### src/rtl/c16_pkg.sv
// Shared definitions for the c16 multiply/divide unit: op encodings, the
// sequencer state type and the supported operand-width range.
package c16_pkg;

  localparam int WIDTH_MIN = 4;
  localparam int WIDTH_MAX = 64;

  localparam logic [1:0] MUL_LO = 2'd0;
  localparam logic [1:0] MUL_HI = 2'd1;
  localparam logic [1:0] DIV    = 2'd2;
  localparam logic [1:0] REM    = 2'd3;

  typedef enum logic [1:0] {
    IDLE = 2'd0,
    PREP = 2'd1,
    ITER = 2'd2,
    FIX  = 2'd3
  } state_e;

endpackage

### src/rtl/c16_muldiv.sv
// Iterative radix-2 multiply/divide unit with signed/unsigned operands.
// Define C16_MULDIV_DIV_EN to build the divider; otherwise DIV/REM return 0 quickly.
//
// state | meaning
// IDLE  | waiting for start; operands latched on start
// PREP  | form operand magnitudes and result sign, load counter
// ITER  | one shift-add or shift-subtract step per cycle, WIDTH steps
// FIX   | sign-correct, select result, pulse done
module c16_muldiv
  import c16_pkg::*;
#(
  parameter int WIDTH = 16
) (
  input  logic             clk,
  input  logic             resetn,
  input  logic             start,
  input  logic [1:0]       op,
  input  logic             sgn,
  input  logic [WIDTH-1:0] a,
  input  logic [WIDTH-1:0] b,
  output logic             busy,
  output logic             done,
  output logic [WIDTH-1:0] result,
  output logic             div_zero
);

  localparam int CW = $clog2(WIDTH);

  generate
    if (WIDTH < WIDTH_MIN || WIDTH > WIDTH_MAX) begin : g_bad_width
      $error("c16_muldiv: WIDTH outside supported range");
    end
  endgenerate

  state_e             state_q, state_d;
  logic [1:0]         op_q, op_d;
  logic               sgn_q, sgn_d, neg_q, neg_d;
  logic               busy_q, busy_d, done_q, done_d, dz_q, dz_d;
  logic [WIDTH-1:0]   a_q, a_d, b_q, b_d, m_q, m_d, result_q, result_d;
  logic [2*WIDTH-1:0] acc_q, acc_d;
  logic [CW-1:0]      cnt_q, cnt_d;

  logic               is_div;
  logic [WIDTH-1:0]   a_mag, b_mag;
  logic [WIDTH:0]     mul_sum;
  logic [2*WIDTH-1:0] prod;

  assign is_div  = op_q[1];
  // -MIN wraps to MIN, which read unsigned is exactly the 2^(WIDTH-1) magnitude
  assign a_mag   = (sgn_q && a_q[WIDTH-1]) ? -a_q : a_q;
  assign b_mag   = (sgn_q && b_q[WIDTH-1]) ? -b_q : b_q;
  assign mul_sum = {1'b0, acc_q[2*WIDTH-1:WIDTH]} + {1'b0, m_q};
  assign prod    = neg_q ? -acc_q : acc_q;

`ifdef C16_MULDIV_DIV_EN
  logic [WIDTH:0]   rem_sh;
  logic [WIDTH-1:0] rem_diff, div_mag, div_res;
  logic             rem_ge;

  // acc holds {partial remainder, dividend/quotient}; the difference fits WIDTH bits when rem_ge
  assign rem_sh   = acc_q[2*WIDTH-1:WIDTH-1];
  assign rem_ge   = (rem_sh >= {1'b0, m_q});
  assign rem_diff = rem_sh[WIDTH-1:0] - m_q;
  assign div_mag  = op_q[0] ? acc_q[2*WIDTH-1:WIDTH] : acc_q[WIDTH-1:0];
  assign div_res  = neg_q ? -div_mag : div_mag;
`endif

  always_comb begin
    state_d  = state_q;
    op_d     = op_q;
    sgn_d    = sgn_q;
    neg_d    = neg_q;
    a_d      = a_q;
    b_d      = b_q;
    m_d      = m_q;
    acc_d    = acc_q;
    cnt_d    = cnt_q;
    busy_d   = busy_q;
    dz_d     = dz_q;
    result_d = result_q;
    done_d   = 1'b0;
    case (state_q)
      IDLE: begin
        if (start) begin
          op_d    = op;
          sgn_d   = sgn;
          a_d     = a;
          b_d     = b;
          dz_d    = 1'b0;
          busy_d  = 1'b1;
          state_d = PREP;
        end
      end
      PREP: begin
        cnt_d = CW'(WIDTH - 1);
        neg_d = sgn_q & ((op_q == REM) ? a_q[WIDTH-1] : (a_q[WIDTH-1] ^ b_q[WIDTH-1]));
        if (is_div) begin
`ifdef C16_MULDIV_DIV_EN
          acc_d   = {{WIDTH{1'b0}}, a_mag};
          m_d     = b_mag;
          state_d = (b_q == '0) ? FIX : ITER;
`else
          state_d = FIX;
`endif
        end else begin
          acc_d   = {{WIDTH{1'b0}}, b_mag};
          m_d     = a_mag;
          state_d = ITER;
        end
      end
      ITER: begin
`ifdef C16_MULDIV_DIV_EN
        if (is_div) begin
          acc_d = {(rem_ge ? rem_diff : rem_sh[WIDTH-1:0]), acc_q[WIDTH-2:0], rem_ge};
        end else begin
          acc_d = acc_q[0] ? {mul_sum, acc_q[WIDTH-1:1]} : {1'b0, acc_q[2*WIDTH-1:1]};
        end
`else
        acc_d = acc_q[0] ? {mul_sum, acc_q[WIDTH-1:1]} : {1'b0, acc_q[2*WIDTH-1:1]};
`endif
        if (cnt_q == '0) begin
          state_d = FIX;
        end else begin
          cnt_d = cnt_q - CW'(1);
        end
      end
      FIX: begin
        busy_d  = 1'b0;
        done_d  = 1'b1;
        state_d = IDLE;
        if (!is_div) begin
          result_d = op_q[0] ? prod[2*WIDTH-1:WIDTH] : prod[WIDTH-1:0];
        end else begin
`ifdef C16_MULDIV_DIV_EN
          if (b_q == '0) begin
            result_d = op_q[0] ? a_q : '1;
            dz_d     = 1'b1;
          end else begin
            result_d = div_res;
          end
`else
          result_d = '0;
`endif
        end
      end
      default: state_d = IDLE;
    endcase
  end

  always_ff @(posedge clk or negedge resetn) begin
    if (!resetn) begin
      state_q  <= IDLE;
      op_q     <= 2'd0;
      sgn_q    <= 1'b0;
      neg_q    <= 1'b0;
      a_q      <= '0;
      b_q      <= '0;
      m_q      <= '0;
      acc_q    <= '0;
      cnt_q    <= '0;
      busy_q   <= 1'b0;
      done_q   <= 1'b0;
      dz_q     <= 1'b0;
      result_q <= '0;
    end else begin
      state_q  <= state_d;
      op_q     <= op_d;
      sgn_q    <= sgn_d;
      neg_q    <= neg_d;
      a_q      <= a_d;
      b_q      <= b_d;
      m_q      <= m_d;
      acc_q    <= acc_d;
      cnt_q    <= cnt_d;
      busy_q   <= busy_d;
      done_q   <= done_d;
      dz_q     <= dz_d;
      result_q <= result_d;
    end
  end

  assign busy     = busy_q;
  assign done     = done_q;
  assign result   = result_q;
  assign div_zero = dz_q;

endmodule
### config.mk
export PLATFORM = sky130hd
export DESIGN_NAME = c16_muldiv
export DESIGN_NICKNAME = d
export VERILOG_FILES = /design/src/rtl/c16_pkg.sv /design/src/rtl/c16_muldiv.sv
export SDC_FILE = /design/constraint.sdc
export NUM_CORES = 1
export LEC_CHECK = 0
export ABC_AREA = 1
export CAP_MARGIN = 15
export CORE_MARGIN = 3
export CORE_UTILIZATION = 51
export DETAILED_ROUTE_END_ITERATION = 10
export PLACE_DENSITY = 0.71
export SLEW_MARGIN = 20
export SYNTH_ARGS = -nofsm -noshare
export SYNTH_HDL_FRONTEND = slang
export SYNTH_SLANG_ARGS = --single-unit
### constraint.sdc
create_clock -name clk -period 2.6 [get_ports clk]
set_input_delay 0.52 -clock clk [delete_from_list [all_inputs] [get_ports clk]]
set_output_delay 0.52 -clock clk [all_outputs]
set_load 0.02 [all_outputs]
==> flow_summary.json <==
{
  "synth_xor_xnor_area_share": 0.0147,
  "worst_setup_path_end_kind": "flop",
  "finalClockSkew_ns": 0.00825,
  "grt_pass1_vias": 6227,
  "drcViolationCount": 0,
  "cp_top_family": "buffers and inverters",
  "cts_setup_buffers": 0,
  "grt_overflow": 0,
  "nets": 1158,
  "vias_per_cell": 5.39,
  "worst_pin_slew_ns": 0.536,
  "critPathSlowestCell": "dfrtp_1",
  "p_leak_nw": 4.06,
  "multiInputGateArea_um2": 3830,
  "holdBufCountCts": 0,
  "syn_area_per_cell_um2": 6.81,
  "cts.path.max_buffers": 2,
  "drv_cap": 0,
  "p_per_area_nw_per_um2": 1320,
  "synth_top_family_by_area": "simple AND/OR/NAND/NOR gates",
  "worst_slack_ns": 0.514,
  "seq_area_um2": 2700,
  "relSlewSlack": 0.643,
  "period_minus_slack_ns": 2.09,
  "critical_path_class": "flop to flop",
  "hold_viol": 0,
  "rsz0062_at_grt": "no",
  "synth-seq-area-share": 0.378,
  "finalPower_mw": 10.8,
  "die-width_um": 124,
  "setup_tns_ns": 0,
  "synth_cells": 1049,
  "worstSkewPairLatency_ns": 0.36,
  "arrival_ns": 2.38,
  "dpl.hpwl_um": 13900,
  "yosysWarnings": 0,
  "synthMuxAreaShare": 0,
  "synthAdderAreaFrac": 0.0448,
  "min_path_type": "input pin to asynchronous set/reset pin",
  "cp_slowest_stage_delay_ns": 0.40,
  "wl_per_cell_um": 14.3,
  "cp_cell_sequence": "inv_1 -> ha_1 -> inv_2 -> nor2_4 -> inv_4 -> o21ai_4 -> inv_4 -> nor2_8 -> inv_4 -> a21oi_2 -> nand2_1 -> nand2_1",
  "initial_core_util": 0.531,
  "drt_wl_total_um": 18200,
  "place_ws_ns": 0.545,
  "final.period_utilization": 0.802,
  "io_buffers": 55,
  "postCtsResizedCells": 0,
  "synth_compound_gate_area_share": 0.153,
  "grt_pass1_wl_um": 30700,
  "cts.sinks": 108,
  "synth_seq_cells": 108,
  "cts_tree": "built",
  "drtAntennaViolNets": 0,
  "slew_violations": 0,
  "critPathMaxFanout": 26,
  "crit_required_ns": 2.89,
  "antenna_found_initial": 0,
  "grt_max_degree": 47,
  "grt.total_usage": 0.239,
  "synth_area_um2": 7140,
  "synth_nets": 1112,
  "drive_above_1_share": 0.0455,
  "dr_total_vias": 6873,
  "gp_congestion": 0.987,
  "dr.first_iter.drc_count": 548,
  "vdd_drop_max_mv": 0.675,
  "maxClockFrequency_mhz": 479,
  "cts-root-buf": "clkbuf_16",
  "start_kind": "flop",
  "mostFrequentLayoutCell": "nand2_1",
  "crit_buf_inv": 5,
  "setup_viol": 0,
  "dr.pass1.iters": 6,
  "final_cell_mix": "nand2_1 (328), inv_1 (116), nand3_1 (111), dfrtp_1 (108), o21ai_0 (107)",
  "htree_levels": 3,
  "die_y_um": 124,
  "die_area_um2": 15500,
  "critPathMostFrequentCell": "inv_4",
  "area_growth_pct": 14.3,
  "io_pins": 57,
  "status": "complete, no violations",
  "fillers": 1288,
  "cts_buffers": 9,
  "core_area_um2": 13500,
  "ys_types": 38,
  "synth_simple_gate_area_frac": 0.323,
  "rows": 42,
  "path_clk_slew_ns": 0.08,
  "antennaDiodeCount": 0
}
-- synthesized netlist by cell type, drive strengths merged --
master | n | area (µm²)
a21o | 1 | 7.51
a21oi | 56 | 310
a31oi | 4 | 25.0
and2 | 1 | 6.26
buf | 14 | 70.1
clkbuf | 18 | 67.6
conb | 1 | 3.75
dfrtp | 108 | 2700
fa | 1 | 20.0
ha | 24 | 300
inv | 123 | 469
nand2 | 328 | 1230
nand3 | 111 | 556
nand3b | 4 | 30.0
nand4 | 15 | 93.8
nor2 | 83 | 345
nor3 | 7 | 35.0
o211ai | 14 | 105
o21a | 1 | 7.51
o21ai | 113 | 581
o21bai | 2 | 15.0
o221ai | 1 | 8.76
o22ai | 3 | 18.8
o31ai | 2 | 15.0
or2 | 2 | 12.5
xnor2 | 2 | 17.5
xor2 | 10 | 87.6
-- metrics by stage --
step | utilization | cells | area (µm²) | hold WS, ns
6_report | 0.607 | 1275 | 8160 | 0.132
5_1_grt | 0.607 | 1275 | 8160 | 0.168
4_1_cts | 0.607 | 1275 | 8160 | 0.147
3_5_place_dp | 0.586 | 1260 | 7890 | 0.467
3_3_place_gp | 0.586 | 1260 | 7890 | 0.463
2_1_floorplan | - | 1049 | 7140 | 0.224
-- worst register-to-register path, delay by kind of cell (launching register included) --
kind | cells | cell delay, ns
flip-flops | 1 | 0.40
buffers and inverters | 5 | 0.60
AND/OR/NAND/NOR | 4 | 0.51
adder cells (fa/ha/maj) | 1 | 0.30
AO/OA/AOI/OAI | 2 | 0.22
-- per-layer routing --
layer,up-vias,wire [µm],track usage
met5,-,0,0
met4,0,412,0.0703
met3,30,930,0.0377
met2,218,7920,0.360
met1,3093,8980,0.356
li1,3532,-,-
-- state kept, by name, indices dropped and copies added (netlist names) --
signal and count:
op_q 2, a_q 16, busy 1, m_q 16, sgn_q 1, result 16, cnt_q 4, b_q 16
acc_q 32, state_q 2, done 1, neg_q 1
-- cell type report --
| cell class | instances | area share |
|---|---|---|
| Timing Repair Buffer | 67 | 0.0812 |
| Inverter | 123 | 0.0575 |
| Tap cell | 176 | 0.0270 |
| Multi-Input combinational cell | 786 | 0.469 |
| Clock inverter | 5 | 0.00567 |
| Clock buffer | 10 | 0.0281 |
| Sequential cell | 108 | 0.331 |
-- power breakdown --
part / internal [mW] / switching, mW
Combinational: 2.16 / 4.08
Sequential: 2.46 / 0.760
Clock: 0.663 / 0.665
Total: 5.28 / 5.51
-- worst paths after layout --
| check | start | endpoint | slack (ns) | cells after the start |
|---|---|---|---|---|
| max | state_q[1] | acc_q[27] | 0.51 | 12 |
| min reg2reg | result[13] | result[13] | 0.48 | 2 |
| min in group clk | result[13] | result[13] | 0.48 | 2 |
| max reg2reg | state_q[1] | acc_q[27] | 0.51 | 12 |
| max in group asynchronous | resetn | result[10] | 1.82 | 2 |
| min | resetn | acc_q[29] | 0.13 | 1 |
-- kinds of logic (layout without fill, tap and decap cells) --
family / Yosys count / in the layout
xor+xnor: 12 / 12
flops: 108 / 108
buf+inv: 155 / 205
other cells: 1 / 1
simple gates: 551 / 551
fa+ha+maj: 25 / 25
compound gates: 197 / 197
Note: power is estimated with default switching activity, not from simulation.
